[config.mk]
export PLATFORM = sky130hd
export DESIGN_NAME = mar_seq
export DESIGN_NICKNAME = d
export VERILOG_FILES = /design/src/rtl/mar_seq.sv
export SDC_FILE = /design/constraint.sdc
export NUM_CORES = 1
export LEC_CHECK = 0
export BUFFER_PORTS_ARGS = -buffer_cell sky130_fd_sc_hd__buf_4
export CORE_ASPECT_RATIO = 1.75
export CORE_MARGIN = 8
export CORE_UTILIZATION = 40
export DETAILED_ROUTE_END_ITERATION = 6
export PLACE_DENSITY = 0.73
export SYNTH_ARGS = -nofsm -noshare
export SYNTH_HDL_FRONTEND = slang
export SYNTH_SLANG_ARGS = --single-unit
[constraint.sdc]
create_clock -name clk -period 1.81 [get_ports clk]
set_clock_uncertainty 0.15 [all_clocks]
set_input_delay 0.362 -clock clk [delete_from_list [all_inputs] [get_ports clk]]
set_output_delay 0.362 -clock clk [all_outputs]
set_load 0.05 [all_outputs]
[src/rtl/mar_seq.sv]
// Memory address register with wrap-around post-increment and a single-outstanding
// read/write sequencer toward memory, bounded by a ready timeout.
module mar_seq #(
    parameter int unsigned DATA_W  = 32,
    parameter int unsigned ADDR_W  = 9,
    parameter int unsigned VAL     = 0,
    parameter int unsigned DEPTH   = 512,
    parameter int unsigned STRIDE  = 1,
    parameter int unsigned TIMEOUT = 15
) (
    input  logic              clk,
    input  logic              clr,
    input  logic [DATA_W-1:0] dIn,
    input  logic              Rin,
    input  logic              inc,
    input  logic              rd_req,
    input  logic              wr_req,
    input  logic              auto_inc,
    input  logic              mem_ready,
    output logic [ADDR_W-1:0] address,
    output logic              mem_en,
    output logic              mem_we,
    output logic              busy,
    output logic              done,
    output logic              tout,
    output logic              err
);
    localparam int unsigned SUM_W = ADDR_W + 1;
    localparam int unsigned CNT_W = (TIMEOUT < 2) ? 1 : $clog2(TIMEOUT + 1);

    typedef enum logic [1:0] {
        IDLE   = 2'd0,
        ACCESS = 2'd1,
        DONE   = 2'd2
    } state_t;

    state_t            state, state_nx;
    logic [ADDR_W-1:0] address_nx;
    logic [CNT_W-1:0]  cnt, cnt_nx;
    logic              we_nx, ainc, ainc_nx, tout_nx, err_nx;
    logic [SUM_W-1:0]  step_raw;
    logic [ADDR_W-1:0] step_addr;
    logic              unused_din;

    assign unused_din = ^dIn;

    // Post-increment with a single wrap subtraction, shared by inc and auto-increment
    assign step_raw  = SUM_W'(address) + SUM_W'(STRIDE);
    assign step_addr = (step_raw >= SUM_W'(DEPTH)) ? ADDR_W'(step_raw - SUM_W'(DEPTH))
                                                   : ADDR_W'(step_raw);

    // Next-state and register updates
    always_comb begin
        state_nx   = state;
        address_nx = address;
        cnt_nx     = cnt;
        we_nx      = mem_we;
        ainc_nx    = ainc;
        tout_nx    = tout;
        err_nx     = err;
        unique case (state)
            IDLE: begin
                if (Rin) begin
                    address_nx = dIn[ADDR_W-1:0];
                    err_nx     = ({1'b0, dIn[ADDR_W-1:0]} >= SUM_W'(DEPTH));
                end else if (inc) begin
                    address_nx = step_addr;
                end else if ((rd_req || wr_req) && !err) begin
                    state_nx = ACCESS;
                    we_nx    = wr_req;
                    ainc_nx  = auto_inc;
                    cnt_nx   = '0;
                    tout_nx  = 1'b0;
                end
            end
            ACCESS: begin
                if (mem_ready) begin
                    state_nx = DONE;
                    we_nx    = 1'b0;
                    tout_nx  = 1'b0;
                end else if (cnt == CNT_W'(TIMEOUT - 1)) begin
                    state_nx = DONE;
                    we_nx    = 1'b0;
                    tout_nx  = 1'b1;
                end else begin
                    cnt_nx = cnt + CNT_W'(1);
                end
            end
            DONE: begin
                state_nx = IDLE;
                if (!tout && ainc) begin
                    address_nx = step_addr;
                end
            end
            default: state_nx = IDLE;
        endcase
    end

    // State and registered outputs; status flags are decoded from the next state
    always_ff @(posedge clk) begin
        if (!clr) begin
            state   <= IDLE;
            address <= ADDR_W'(VAL);
            cnt     <= '0;
            mem_we  <= 1'b0;
            ainc    <= 1'b0;
            tout    <= 1'b0;
            err     <= 1'b0;
            mem_en  <= 1'b0;
            busy    <= 1'b0;
            done    <= 1'b0;
        end else begin
            state   <= state_nx;
            address <= address_nx;
            cnt     <= cnt_nx;
            mem_we  <= we_nx;
            ainc    <= ainc_nx;
            tout    <= tout_nx;
            err     <= err_nx;
            mem_en  <= (state_nx == ACCESS);
            busy    <= (state_nx != IDLE);
            done    <= (state_nx == DONE);
        end
    end
endmodule
==> metrics <==
status=completed; CP endpoint kind=flip-flop; r2r worst-path depth=6; initial drt markers=38; DR vias=~1.2k; clock transition at the registers of the reported paths=about 0.08 ns; CP top delay family=simple AND/OR/NAND/NOR gates; GP Congestion=just over 0.9; share of the synthesized area in the top cell type=approximately 37%; largest net degree at the start of global routing=16; starting density of the core=between 40% and 50%; design area=1450 um2; crit-path max cell delay=about 0.48 ns; GRT Util Overall=between 10% and 20%; vias in the first global route=~1.2k; EDFF count, synth=0; minimum clock period=approximately 1.7 ns; hold buffers post-CTS=0; Setup Viol. Count Final=0; number of port buffers=30; Worst Path Buf+Inv=1; fin nets=214; fin util=a little over half; row count=25; initial antenna violation count=0; Detail Route Antenna Nets=0; DRT Pass-1 Iters=4; hold path start=auto_inc; top_reg_cell synth=dfxtp_1; yosys warns=0; syn nets=around 180; I/O Pins=55; Critical Path AT=about 1.8 ns; Post-Place Cells=between 150 and 200; placed wire-length estimate=2470 um; Layout area overhead=26.9%; CTS Buf Count=3; antenna diode count=0; max cap viols=0; fin. max-slew vios=0; peak supply drop=0.522 mV; first-pass GRT wire length=around 5200 um; DIE WIDTH=56.5 um; syn avg cell area=roughly 8 um2; sequential cell area fraction in the yosys report=between 30% and 40%; area leader, netlist=dfxtp_1; CP Class=flip-flop to flip-flop; total negative setup slack=0 ns; Worst Hold Path EP=ainc$_SDFFE_PN0P_; most frequent cells after synthesis=21 x dfxtp_1, 19 x a21oi_1, 16 x nand2_1, 6 x nand3_1, 6 x o22ai_1; DP Area=1390 um2; fin cells=197; clock tree buffer depth=2; startpoint types=flip-flop; largest cells by area after synthesis=dfxtp_1 37%, a21oi_1 8.3%, nand2_1 5.2%; CP required=1.85 ns; Synth cell types=42; Static Leak=0.560 nW; via-per-instance ratio=~6.1; clk_lat worst skew=~0.26 ns; CP Cell Sequence=inv_1 > ha_1 > nand3_1 > a22oi_2 > or4_1 > a31oi_1; drt total wl=3230 um; Power per Cell Area=767 nW/um2; slowest library cell on the worst path=or4_1; share of cells above drive strength 1=between 30% and 40%; Post-synth ARST share=0%; Synth Cell Area=around 1100 um2; CTS H-Tree Depth=1; clock root buffer=clkbuf_8; Achievable Freq=approximately 580 MHz; crit-path max FO=4; period utilisation layout=around 95%; final hold vios=0; gr ovfl total=0; Post-CTS Setup Repair Bufs=0; total chip power=about 1.1 mW; R2R Path End=cnt[3]$_SDFFE_PN0P_; post_cts resized=0; Hold Path Class=input pin to flip-flop; Die Y-Extent=a little under 90 um; fill count=approximately 280; Cells after Synth=between 100 and 150; R2R setup slack=between 0.08 and 0.09 ns; Reg2Reg Launch Point=cnt[0]$_SDFFE_PN0P_; hold depth=3; RSZ-0062 raised after global routing=false; per-cell routed wire length=about 16 um; CTS tree=done; Yosys reg bits=21; DRC viols=0; most common cell in the synthesized netlist=dfxtp_1; clock sink count=21; core area=about 2700 um2; full die area=approximately 5000 um2
[flip-flops by register name, summed over array words and instances, names as in the netlist]
signal / flops
address: 9
mem_en: 1
ainc: 1
done: 1
cnt: 4
mem_we: 1
busy: 1
tout: 1
state: 2
[cell type report]
| cell class | count | area, um2 | share of cell area [%] |
|---|---|---|---|
| inverter | 3 | 11.3 | 0.775 |
| sequential | 21 | 425 | 29.3 |
| tap | 27 | 33.8 | 2.32 |
| timing repair buffer | 35 | 263 | 18.1 |
| multi-input combinational | 107 | 674 | 46.4 |
| clock buffer | 3 | 41.3 | 2.84 |
| clock inverter | 1 | 5.00 | 0.344 |
[routing by layer]
metal / up-vias / share of wire (%) / track usage [%]
met5: - / 0 / 0
met2: 44 / 55 / 23.3
met3: 4 / 5.8 / 3.51
met1: 582 / 37 / 12.3
li1: 579 / - / -
met4: 0 / 1.3 / 5.05
[metrics by stage]
stage,setup WS (ns),hold WS [ns]
floorplan,0.0925,0.286
global placement,0.0789,0.305
detailed placement,0.0418,0.317
CTS,0.0351,0.178
global route,0.00379,0.182
finish,0.0875,0.180
[how the worst max path moves through the flow]
stage	from	endpoint	slack (ns)	depth (start not counted)
after global routing	state[0]$_SDFF_PN0_	cnt[3]$_SDFFE_PN0P_	0.004	4
after detailed placement	state[1]$_SDFF_PN0_	address[0]$_SDFFE_PN0P_	0.04	4
after global placement	mem_ready	cnt[3]$_SDFFE_PN0P_	0.08	5
after floorplan	address[3]$_SDFFE_PN0P_	address[8]$_SDFFE_PN0P_	0.09	4
final	cnt[0]$_SDFFE_PN0P_	cnt[3]$_SDFFE_PN0P_	0.09	6
after CTS	state[1]$_SDFF_PN0_	address[0]$_SDFFE_PN0P_	0.04	4
[placed cells by master (no fill, tap or decap), types with 2 or more instances in the layout]
cell and instances:
dfxtp_2 4, nand2_1 16, ha_1 3, o21ai_0 5
nand3b_1 3, dfxtp_1 17, clkbuf_8 3, buf_4 35
nand3_1 6, a211oi_1 3, inv_1 3, nor3_1 5
a21oi_1 18, nand4_1 2, a2111oi_0 2, nor2_1 4
o22ai_1 6, or2_2 5, or4_1 2, a31oi_1 2
o31ai_1 2
[tightest hold or removal path, cell delays in order]
cell	delay, ns
buf_4	0.08
nand3_1	0.05
o21ai_0	0.06
[logic make-up after synthesis]
logic type               Yosys count  share of synthesized area, %
AO/OA/AOI/OAI                     49                          27.3
multiplexers                       1                         0.873
flip-flops                        21                          36.7
buffers and inverters             11                          5.46
AND/OR/NAND/NOR                   53                          26.1
adder cells (fa/ha/maj)            3                          3.28
other                              1                         0.327
[report_power, final]
| part | switching [mW] | total, mW | internal, mW |
|---|---|---|---|
| Sequential | 0.0293 | 0.520 | 0.491 |
| Clock | 0.147 | 0.300 | 0.153 |
| Combinational | 0.186 | 0.296 | 0.110 |
Power figures use the tool's default switching activity.
